<file path="src/rtl/etherparse_pkg.sv">
// Shared types and constants for the Ethernet header parsing blocks.
package etherparse_pkg;

  localparam int unsigned ETH_HDR_BYTES      = 18;
  localparam int unsigned ETH_HDR_BYTES_QINQ = 22;

  typedef enum logic [1:0] {
    HC_IDLE,
    HC_CAPTURE,
    HC_HOLD,
    HC_DRAIN
  } hdr_cap_state_t;

  // Add with saturation at lim; keeps the append index from wrapping.
  function automatic int unsigned sat_add(input int unsigned base, input int unsigned inc,
                                          input int unsigned lim);
    return ((base + inc) >= lim) ? lim : (base + inc);
  endfunction

endpackage

</file>
<file path="src/rtl/header_capture_buffer_if.sv">
// Monitored AXI-Stream beat plus header-record handshake for header_capture_buffer.
interface header_capture_buffer_if
  import etherparse_pkg::*;
#(
  parameter int unsigned DATA_WIDTH = 64,
  parameter int unsigned HDR_BYTES  = ETH_HDR_BYTES
);

  localparam int unsigned KEEP_WIDTH = DATA_WIDTH / 8;
  localparam int unsigned LEN_W      = $clog2(HDR_BYTES + 1);

  logic                          beat_accept;
  logic [DATA_WIDTH-1:0]         axis_tdata;
  logic [KEEP_WIDTH-1:0]         axis_tkeep;
  logic                          axis_tlast;
  logic [HDR_BYTES-1:0][7:0]     hdr_bytes;
  logic [LEN_W-1:0]              hdr_len;
  logic                          hdr_short;
  logic                          hdr_valid;
  logic                          hdr_ready;
  logic                          hdr_overrun;

  modport master (
    output beat_accept, axis_tdata, axis_tkeep, axis_tlast, hdr_ready,
    input  hdr_bytes, hdr_len, hdr_short, hdr_valid, hdr_overrun
  );

  modport slave (
    input  beat_accept, axis_tdata, axis_tkeep, axis_tlast, hdr_ready,
    output hdr_bytes, hdr_len, hdr_short, hdr_valid, hdr_overrun
  );

endinterface

</file>
<file path="src/rtl/keep_lane_compactor.sv">
// Packs the tkeep-qualified lanes of one beat into consecutive bytes (lane 0 first) and counts them.
module keep_lane_compactor #(
  parameter int unsigned DATA_WIDTH = 64
) (
  input  logic [DATA_WIDTH-1:0]                tdata,
  input  logic [DATA_WIDTH/8-1:0]              tkeep,
  output logic [DATA_WIDTH/8-1:0][7:0]         bytes_c,
  output logic [$clog2(DATA_WIDTH/8+1)-1:0]    count_c
);

  localparam int unsigned KEEP_WIDTH = DATA_WIDTH / 8;
  localparam int unsigned CNT_W      = $clog2(KEEP_WIDTH + 1);
  localparam int unsigned KIDX_W     = (KEEP_WIDTH > 1) ? $clog2(KEEP_WIDTH) : 1;

  always_comb begin
    int unsigned n;
    bytes_c = '0;
    n       = 0;
    for (int i = 0; i < int'(KEEP_WIDTH); i++) begin
      if (tkeep[KIDX_W'(int'(KEEP_WIDTH) - 1 - i)]) begin
        bytes_c[KIDX_W'(n)] = 8'(tdata >> (DATA_WIDTH - 8 - 8 * i));
        n = n + 1;
      end
    end
    count_c = CNT_W'(n);
  end

endmodule

</file>
<file path="src/rtl/header_capture_buffer.sv">
// Captures the first HDR_BYTES bytes of each monitored frame and offers them as one record.
module header_capture_buffer
  import etherparse_pkg::*;
#(
  parameter int unsigned DATA_WIDTH = 64,
  parameter int unsigned HDR_BYTES  = ETH_HDR_BYTES
) (
  input  logic                     clk,
  input  logic                     rst,
  header_capture_buffer_if.slave   bus
);

  localparam int unsigned KEEP_WIDTH = DATA_WIDTH / 8;
  localparam int unsigned LEN_W      = $clog2(HDR_BYTES + 1);
  localparam int unsigned CNT_W      = $clog2(KEEP_WIDTH + 1);
  localparam int unsigned KIDX_W     = (KEEP_WIDTH > 1) ? $clog2(KEEP_WIDTH) : 1;
  localparam int unsigned HIDX_W     = (HDR_BYTES > 1) ? $clog2(HDR_BYTES) : 1;

  hdr_cap_state_t            state, state_n;
  logic                      frame_open, frame_open_n;
  logic                      skip, skip_n;
  logic [HDR_BYTES-1:0][7:0] bytes_q, bytes_n;
  logic [LEN_W-1:0]          len_q, len_n;
  logic                      short_q, short_n;
  logic                      valid_q, valid_n;
  logic                      overrun_q, overrun_n;

  logic [KEEP_WIDTH-1:0][7:0] packed_c;
  logic [CNT_W-1:0]           count_c;
  logic [HDR_BYTES-1:0][7:0]  app_bytes_c;
  logic [LEN_W-1:0]           app_len_c;

  keep_lane_compactor #(.DATA_WIDTH(DATA_WIDTH)) u_compactor (
    .tdata   (bus.axis_tdata),
    .tkeep   (bus.axis_tkeep),
    .bytes_c (packed_c),
    .count_c (count_c)
  );

  // Record as it would look after appending this beat; a new frame starts from an empty record.
  always_comb begin
    logic [LEN_W-1:0] base_len;
    int               rel;
    base_len    = (state == HC_IDLE) ? '0 : len_q;
    app_bytes_c = (state == HC_IDLE) ? '0 : bytes_q;
    for (int k = 0; k < int'(HDR_BYTES); k++) begin
      rel = k - int'(base_len);
      if (rel >= 0 && rel < int'(count_c)) begin
        app_bytes_c[HIDX_W'(k)] = packed_c[KIDX_W'(rel)];
      end
    end
    app_len_c = LEN_W'(sat_add(32'(base_len), 32'(count_c), HDR_BYTES));
  end

  always_comb begin
    logic take;
    state_n      = state;
    frame_open_n = frame_open;
    skip_n       = skip;
    bytes_n      = bytes_q;
    len_n        = len_q;
    short_n      = short_q;
    overrun_n    = 1'b0;
    take         = 1'b0;

    unique case (state)
      HC_IDLE: begin
        if (bus.beat_accept) begin
          if (skip) begin
            if (bus.axis_tlast) skip_n = 1'b0;
          end else begin
            take = 1'b1;
          end
        end
      end
      HC_CAPTURE: take = bus.beat_accept;
      HC_HOLD: begin
        if (bus.beat_accept) begin
          if (frame_open) begin
            if (bus.axis_tlast) frame_open_n = 1'b0;
          end else if (skip) begin
            if (bus.axis_tlast) skip_n = 1'b0;
          end else begin
            overrun_n = 1'b1;
            skip_n    = !bus.axis_tlast;
          end
        end
        if (valid_q && bus.hdr_ready) state_n = frame_open_n ? HC_DRAIN : HC_IDLE;
      end
      HC_DRAIN: begin
        if (bus.beat_accept && bus.axis_tlast) state_n = HC_IDLE;
      end
      default: state_n = HC_IDLE;
    endcase

    if (take) begin
      bytes_n = app_bytes_c;
      len_n   = app_len_c;
      short_n = 1'b0;
      if (app_len_c == LEN_W'(HDR_BYTES)) begin
        state_n      = HC_HOLD;
        frame_open_n = !bus.axis_tlast;
      end else if (bus.axis_tlast) begin
        state_n      = HC_HOLD;
        short_n      = 1'b1;
        frame_open_n = 1'b0;
      end else begin
        state_n = HC_CAPTURE;
      end
    end

    valid_n = (state_n == HC_HOLD);
  end

  always_ff @(posedge clk) begin
    if (rst) begin
      state      <= HC_IDLE;
      frame_open <= 1'b0;
      skip       <= 1'b0;
      bytes_q    <= '0;
      len_q      <= '0;
      short_q    <= 1'b0;
      valid_q    <= 1'b0;
      overrun_q  <= 1'b0;
    end else begin
      state      <= state_n;
      frame_open <= frame_open_n;
      skip       <= skip_n;
      bytes_q    <= bytes_n;
      len_q      <= len_n;
      short_q    <= short_n;
      valid_q    <= valid_n;
      overrun_q  <= overrun_n;
    end
  end

  assign bus.hdr_bytes   = bytes_q;
  assign bus.hdr_len     = len_q;
  assign bus.hdr_short   = short_q;
  assign bus.hdr_valid   = valid_q;
  assign bus.hdr_overrun = overrun_q;

endmodule
</file>
<file path="src/flat_wrapper.sv">
// flat-port wrapper written by rule: the top's interface ports become plain ports
module header_capture_buffer_flat import etherparse_pkg::*;
#(
  parameter int unsigned DATA_WIDTH = 64,
  parameter int unsigned HDR_BYTES  = ETH_HDR_BYTES
)
  (clk, rst, bus_beat_accept, bus_axis_tdata, bus_axis_tkeep, bus_axis_tlast, bus_hdr_ready, bus_hdr_bytes, bus_hdr_len, bus_hdr_short, bus_hdr_valid, bus_hdr_overrun);
  header_capture_buffer_if #(.DATA_WIDTH(DATA_WIDTH), .HDR_BYTES(HDR_BYTES)) bus_i ();
  input  logic clk;
  input  logic rst;
  input wire logic [$bits(bus_i.beat_accept)-1:0] bus_beat_accept;
  input wire logic [$bits(bus_i.axis_tdata)-1:0] bus_axis_tdata;
  input wire logic [$bits(bus_i.axis_tkeep)-1:0] bus_axis_tkeep;
  input wire logic [$bits(bus_i.axis_tlast)-1:0] bus_axis_tlast;
  input wire logic [$bits(bus_i.hdr_ready)-1:0] bus_hdr_ready;
  output wire logic [$bits(bus_i.hdr_bytes)-1:0] bus_hdr_bytes;
  output wire logic [$bits(bus_i.hdr_len)-1:0] bus_hdr_len;
  output wire logic [$bits(bus_i.hdr_short)-1:0] bus_hdr_short;
  output wire logic [$bits(bus_i.hdr_valid)-1:0] bus_hdr_valid;
  output wire logic [$bits(bus_i.hdr_overrun)-1:0] bus_hdr_overrun;
  assign bus_i.beat_accept = bus_beat_accept;
  assign bus_i.axis_tdata = bus_axis_tdata;
  assign bus_i.axis_tkeep = bus_axis_tkeep;
  assign bus_i.axis_tlast = bus_axis_tlast;
  assign bus_i.hdr_ready = bus_hdr_ready;
  assign bus_hdr_bytes = bus_i.hdr_bytes;
  assign bus_hdr_len = bus_i.hdr_len;
  assign bus_hdr_short = bus_i.hdr_short;
  assign bus_hdr_valid = bus_i.hdr_valid;
  assign bus_hdr_overrun = bus_i.hdr_overrun;
  header_capture_buffer #(.DATA_WIDTH(DATA_WIDTH), .HDR_BYTES(HDR_BYTES)) u_core (.clk(clk), .rst(rst), .bus(bus_i));
endmodule
</file>
<file path="config.mk">
export PLATFORM = sky130hd
export DESIGN_NAME = header_capture_buffer_flat
export DESIGN_NICKNAME = d
export VERILOG_FILES = /design/src/rtl/etherparse_pkg.sv /design/src/rtl/header_capture_buffer_if.sv /design/src/rtl/keep_lane_compactor.sv /design/src/rtl/header_capture_buffer.sv /design/src/flat_wrapper.sv
export SDC_FILE = /design/constraint.sdc
export NUM_CORES = 1
export LEC_CHECK = 0
export BUFFER_PORTS_ARGS = -buffer_cell sky130_fd_sc_hd__buf_2
export CAP_MARGIN = 20
export CORE_AREA = 2 2 88 90
export CTS_CLUSTER_DIAMETER = 100
export DETAILED_ROUTE_END_ITERATION = 16
export DIE_AREA = 0 0 90 92
export PLACE_DENSITY_LB_ADDON = 0.3
export RECOVER_POWER = 25
export SYNTH_ARGS = -nofsm -noshare
export SYNTH_HDL_FRONTEND = slang
export SYNTH_SLANG_ARGS = --single-unit
</file>
<file path="constraint.sdc">
create_clock -name clk -period 1.3 [get_ports clk]
set_clock_uncertainty 0.05 [all_clocks]
set_input_delay 0.065 -clock clk [delete_from_list [all_inputs] [get_ports clk]]
set_output_delay 0.065 -clock clk [all_outputs]
set_load 0.1 [all_outputs]
</file>
### Word-level counts from Yosys, hierarchy flattened

Cells that the tools add are included.

| operators by class | value |
|---|---|
| $add $sub $neg | 0 |
| multipliers | 0 |
| div/mod/pow operators | 0 |
| order comparisons | 0 |
| equality and inequality tests | 7 |
| shift-type cells | 0 |
| multiplexer cells | 23 |
| bitwise logic cells | 2 |
| reductions and logical operators | 7 |

Operators by type and width:

| kind | number |
|---|---|
| two-way mux 1 bit | 15 |
| two-way mux 2 bit | 5 |
| equality test 2 bit, second input constant | 3 |
| inequality test 2 bit, second input constant | 3 |
| case mux 1 bit (2 select lines) | 2 |
| case mux 2 bit (2 select lines) | 1 |
| AND reduction 4 bit | 1 |
| OR reduction 4 bit | 1 |
| equality test 2 x 1 -> 1 bit, second input constant | 1 |
| logical AND 1 bit | 2 |
| zero test 2 bit | 1 |
| NOT 1 bit | 2 |
| nonzero test 2 bit | 1 |
| zero test 1 bit | 1 |

| storage, ports and cells | value |
|---|---|
| bits in registers | 7 |
| bits in latches | 0 |
| RAM bits | 0 |
| memory bits (read-only) | 0 |
| bits of input ports | 77 |
| output and inout bits | 152 |
| logic and storage cells | 45 |
| memories kept | 0 |

### Depth between registers and ports, before layout

| logic depth | value |
|---|---|
| word-level depth | 9 |
| gate-level depth with buffers | 3 |
| gate-level depth less buffers | 3 |

### Modules after synthesis

A second synthesis with hierarchy kept.

| unflattened totals | value |
|---|---|
| cells, all modules | 870 |
| area total of the unflattened synthesis | 8762.2 sq um |

Modules (own cells, without submodules):

| module | instances | cells each | area an instance (sq um) | seq. area each (sq um) |
|---|---|---|---|---|
| header_capture_buffer | 1 | 801 | 8247.9 | 2802.7 |
| keep_lane_compactor | 1 | 69 | 514.2 | 0.0 |

### Worst setup path before layout

Ideal clock, no wire load.

| path | value |
|---|---|
| path kind | register to register |
| from | register u_core.valid_q (netlist: u_core.bus.hdr_valid) |
| to | register u_core.state[0] |
| library setup time | 86 ps |
| arrival | 1419 ps |
| required time | 1164 ps |
| path slack | -254 ps |
| stages on the path, launching flop included | 4 |
| buffers on the path | 0 |
| period minus slack after synthesis | 1554 ps |
| cells stage by stage | dfxtp_1 and2_1 a311oi_1 a211oi_1 |

| on the way | value |
|---|---|
| word-level cells in the longest chain between the ends | 4 |

Ends and longest elaborated chain:

| item | RTL line | text |
|---|---|---|
| start: declaration | header_capture_buffer.sv:25 | `logic valid_q, valid_n;` |
| start signal: assignment | header_capture_buffer.sv:132 | `valid_q <= valid_n;` |
| logical AND 1 bit | header_capture_buffer.sv:88 | `if (valid_q && bus.hdr_ready) state_n = frame_open_n ? HC_DRAIN : HC_IDLE;` |
| two-way mux 2 bit | header_capture_buffer.sv:88 |  |
| case mux 2 bit (2 select lines) | header_capture_buffer.sv:66 | `unique case (state)` |
| two-way mux 2 bit | header_capture_buffer.sv:96 | `if (take) begin` |
| end signal: assignment | header_capture_buffer.sv:126 | `state <= state_n;` |
| end: declaration | header_capture_buffer.sv:19 | `hdr_cap_state_t state, state_n;` |

No other way between the ends.
A chain may end at the register's enable or synchronous reset.

### Final worst setup path

| path | value |
|---|---|
| from | register u_core.state[1] |
| to | register u_core.valid_q (netlist: u_core.bus.hdr_valid) |

| on the way | value |
|---|---|
| word-level cells in the longest chain between the ends | 4 |
| elaborated cells between the ends (all ways) | 10 |
| those cells by class | eq/ne (4); mux (5); reduce/logical (1) |

Ends and longest elaborated chain:

| item | RTL line | text |
|---|---|---|
| equality test 2 bit, or another cell as far along | header_capture_buffer.sv:66 |  |
| case mux 2 bit (2 select lines) / case mux 1 bit (2 select lines) (equally long branches) | header_capture_buffer.sv:66 |  |
| two-way mux 2 bit * | header_capture_buffer.sv:96 |  |
| equality test 2 bit * | header_capture_buffer.sv:112 | `valid_n = (state_n == HC_HOLD);` |

Mark *: on every way between the ends. The rest lies on a longest branch, timed or not.

==> impl_summary.log <==
[metrics] run status: complete, no violations
[metrics] DP Cell Count: 291
[metrics] post-synthesis to final-layout area growth: -24.5%
[metrics] post-route setup TNS: 0 ns
[metrics] multi-input logic area: between 700 and 800 um2
[metrics] pin count of the biggest net entering global routing: 9
[metrics] Die X-Extent: approximately 90 um
[metrics] Worst-Skew Late Latency: 0.23 ns
[metrics] arrival time of the worst setup path: 1.24 ns
[metrics] H-tree depth: 1
[metrics] fill count: approximately 860
[metrics] final clock period utilization by the worst path: 0.909
[metrics] cells after synthesis: between 150 and 200
[metrics] row cnt: 32
[metrics] CP max stage cell: sky130_fd_sc_hd__or4_4
[metrics] WP data required: between 1 and 1.5 ns
[metrics] setup repair after global routing missed its margin: false
[metrics] buffers added on ports: 7
[metrics] clock transition at the registers of the reported paths: ~0.04 ns
[metrics] Hold Crit Endpoint: u_core.state[0]
[metrics] Worst path max stage delay: 0.56 ns
[metrics] post-layout instance area: approximately 1100 um2
[metrics] power density normalized to cell area: ~2300 nW/um2
[metrics] Bufs on Longest Clock Path: 2
[metrics] aggregate routed wire length: 1430 um
[metrics] maximum capacitance violations: 0
[metrics] Sink Count: 7
[metrics] depth of the worst register-to-register path: 2
[metrics] DRT Pass-1 Iters: 2
[metrics] total routing resource utilization after global routing: 0.0264
[metrics] post-route insts no fill: 295
[metrics] Net count, final: between 200 and 300
[metrics] number of instances resized during post-cts repair: 0
[metrics] share of the synthesized area in the top cell type: 0.773
[metrics] post-synth top area cell: sky130_fd_sc_hd__buf_4
[metrics] startpoint of the worst register-to-register path: u_core.state[1]
[metrics] core footprint: approximately 7400 um2
[metrics] HPWL Detailed: roughly 1300 um
[metrics] reg2reg setup slack: about 0.12 ns
[metrics] iteration-0 DRC count of the detailed router: 16
[metrics] clock tree from TritonCTS: done
[metrics] standard cell area after detailed placement: approximately 1100 um2
[metrics] max-slew violation count: 0
[metrics] average routed wire per standard cell: between 4 and 5 um
[metrics] Reg2Reg Capture Point: u_core.bus.hdr_valid
[metrics] largest fanout on the critical path: 8
[metrics] cell types with the largest area share after synthesis: sky130_fd_sc_hd__buf_4, sky130_fd_sc_hd__dfxtp_1, sky130_fd_sc_hd__a211oi_1
[metrics] Starting Density: 0.194
[metrics] number of failing hold endpoints at the final stage: 0
[metrics] post-synthesis instance area: between 1000 and 1500 um2
[metrics] Leak: 0.655 nW
[metrics] Hold Startpoint: bus_axis_tlast
[metrics] Yosys warnings: 0
[metrics] global-route wire length before repair: about 1600 um
[metrics] overall die height: just over 90 um
[metrics] antenna violations before repair: 0
[metrics] maximum frequency from static timing analysis: about 850 MHz
[metrics] via count of the first global-routing pass: approximately 350
[metrics] Worst IR Drop VDD: 0.482 mV
[metrics] vias per cell: approximately 2.3
[metrics] total vias in the final route: approximately 690
[metrics] startpoint types: flop
[metrics] Unique masters post-synth: 23
[metrics] Antenna Violating Nets Remaining: 0
[metrics] Routability Congestion: 0.608
[metrics] GRT Residual Overflow: 0
[metrics] endpoint class of the critical path: flop
[metrics] Top Ports: between 200 and 250
[metrics] Register Area: roughly 140 um2
[metrics] diode count: 0
[metrics] average footprint of a synthesized cell: 7.90 um2
[metrics] critical path cell sequence: or4_4 -> o41ai_1
[metrics] number of flip-flops and latches in the synthesized netlist: 7
[metrics] worst hold path depth: 2
[metrics] final setup violating endpoints: 0
[metrics] CTS Hold Buffers Added: 0
[metrics] CTS root buf: sky130_fd_sc_hd__clkbuf_8
[metrics] number of buffers inserted to repair setup after CTS: 0
[metrics] Crit Path Category: flop to flop
[metrics] share of layout cells above drive strength 1: 0.0933
[metrics] part of the Yosys area used for sequential elements: 0.0969
[metrics] remaining routing DRC violations: 0
[metrics] min-delay worst type: input port to flop
[metrics] minimum period implied by the final worst setup slack: ~1.2 ns
[metrics] TritonCTS buffer count: 3
[metrics] full die area: a little over 8000 um2
==> worst max-delay path: cells and delay by family, from the launching register on <==
family           cells  cell delay (ns)
flip-flops           1             0.37
AO/OA/AOI/OAI        1             0.08
AND/OR/NAND/NOR      1             0.56
==> flip-flops by register name (all words and copies together) (netlist names) <==
| signal | count |
|---|---|
| u_core.bus.hdr_overrun | 1 |
| u_core.frame_open | 1 |
| u_core.bus.hdr_valid | 1 |
| u_core.bus.hdr_short | 1 |
| u_core.state | 2 |
| u_core.skip | 1 |
==> Yosys cell counts <==
master,instances
sky130_fd_sc_hd__buf_4,149
sky130_fd_sc_hd__dfxtp_1,7
sky130_fd_sc_hd__a211oi_1,3
sky130_fd_sc_hd__a21oi_1,2
sky130_fd_sc_hd__a311oi_1,2
sky130_fd_sc_hd__inv_1,2
sky130_fd_sc_hd__o41ai_1,2
sky130_fd_sc_hd__and2_1,1
sky130_fd_sc_hd__and3_2,1
sky130_fd_sc_hd__clkbuf_1,1
sky130_fd_sc_hd__conb_1,1
sky130_fd_sc_hd__inv_2,1
sky130_fd_sc_hd__mux2i_1,1
sky130_fd_sc_hd__nand2_1,1
sky130_fd_sc_hd__nand2_2,1
sky130_fd_sc_hd__nor2b_2,1
sky130_fd_sc_hd__nor3_1,1
sky130_fd_sc_hd__nor3b_1,1
sky130_fd_sc_hd__nor3b_2,1
sky130_fd_sc_hd__nor4b_1,1
sky130_fd_sc_hd__o31ai_1,1
sky130_fd_sc_hd__or3_1,1
sky130_fd_sc_hd__or4_4,1
==> worst max path at each step <==
stage                         startpoint                   end  cells after the start
floorplan           u_core.bus.hdr_valid       u_core.state[0]                      3
global placement         u_core.state[1]  u_core.bus.hdr_valid                      2
detailed placement       u_core.state[1]  u_core.bus.hdr_valid                      2
CTS                      u_core.state[1]  u_core.bus.hdr_valid                      2
global route                 u_core.skip     u_core.frame_open                      3
finish                   u_core.state[1]  u_core.bus.hdr_valid                      2
==> layer usage <==
layer	up-vias	global-route usage	share of wire
li1	300	-	-
met1	287	0.0269	0.31
met2	102	0.0357	0.40
met3	3	0.0214	0.28
met4	0	0.0192	0.015
met5	-	0	0
==> kinds of logic (layout without fill, tap and decap cells) <==
logic type      count (synthesis)  count (layout)  share of synthesized area
compound gates                 10              10                     0.0519
mux                             1               1                    0.00692
buf+inv                       153              15                      0.784
simple gates                   11              11                     0.0580
other cells                     1             149                    0.00259
flops                           7               7                     0.0969
==> per-stage QoR <==
step / setup WS (ns) / total power, W / hold WS, ns / utilization
after floorplan: 0.0729 / 0.00254 / 0.114 / -
after global placement: 0.111 / 0.00221 / 0.272 / 0.141
after detailed placement: 0.143 / 0.00222 / 0.282 / 0.141
after CTS: 0.122 / 0.00253 / 0.0416 / 0.147
after global routing: 0.0435 / 0.00258 / 0.0495 / 0.147
final: 0.118 / 0.00252 / 0.0408 / 0.147
==> where the power goes <==
part	internal, W	switching [W]
clock	0.000212	0.0000927
sequential	0.000230	0.0000121
combinational	0.0000335	0.00194
total	0.000475	0.00205
==> cell type report <==
class	instances	share of cell area
clock buffers	4	0.0412
inverters	3	0.0103
multi-input cells	171	0.662
flip-flops and latches	7	0.131
well taps	102	0.117
repair buffers	8	0.0389
==> cell usage in the layout (no fill, tap or decap) <==
| cell type | n |
|---|---|
| sky130_fd_sc_hd__conb_1 | 149 |
| sky130_fd_sc_hd__buf_2 | 7 |
| sky130_fd_sc_hd__dfxtp_1 | 5 |
| sky130_fd_sc_hd__a211oi_1 | 3 |
| sky130_fd_sc_hd__clkbuf_8 | 3 |
| sky130_fd_sc_hd__nor3b_1 | 2 |
| sky130_fd_sc_hd__inv_1 | 2 |
| sky130_fd_sc_hd__a311oi_1 | 2 |
| sky130_fd_sc_hd__a21oi_1 | 2 |
| sky130_fd_sc_hd__o41ai_1 | 2 |
| sky130_fd_sc_hd__dfxtp_2 | 2 |
| sky130_fd_sc_hd__inv_2 | 1 |
| sky130_fd_sc_hd__nor4b_1 | 1 |
| sky130_fd_sc_hd__nor2b_2 | 1 |
| sky130_fd_sc_hd__mux2i_1 | 1 |
| sky130_fd_sc_hd__and2_1 | 1 |
| sky130_fd_sc_hd__nand2_2 | 1 |
| sky130_fd_sc_hd__nor3_1 | 1 |
| sky130_fd_sc_hd__or4_4 | 1 |
| sky130_fd_sc_hd__nand2_1 | 1 |
| sky130_fd_sc_hd__and3_2 | 1 |
| sky130_fd_sc_hd__or3_1 | 1 |
| sky130_fd_sc_hd__o31ai_1 | 1 |
| sky130_fd_sc_hd__clkbuf_1 | 1 |
| sky130_fd_sc_hd__buf_4 | 1 |
No activity file was read; power rests on OpenSTA's default activity.
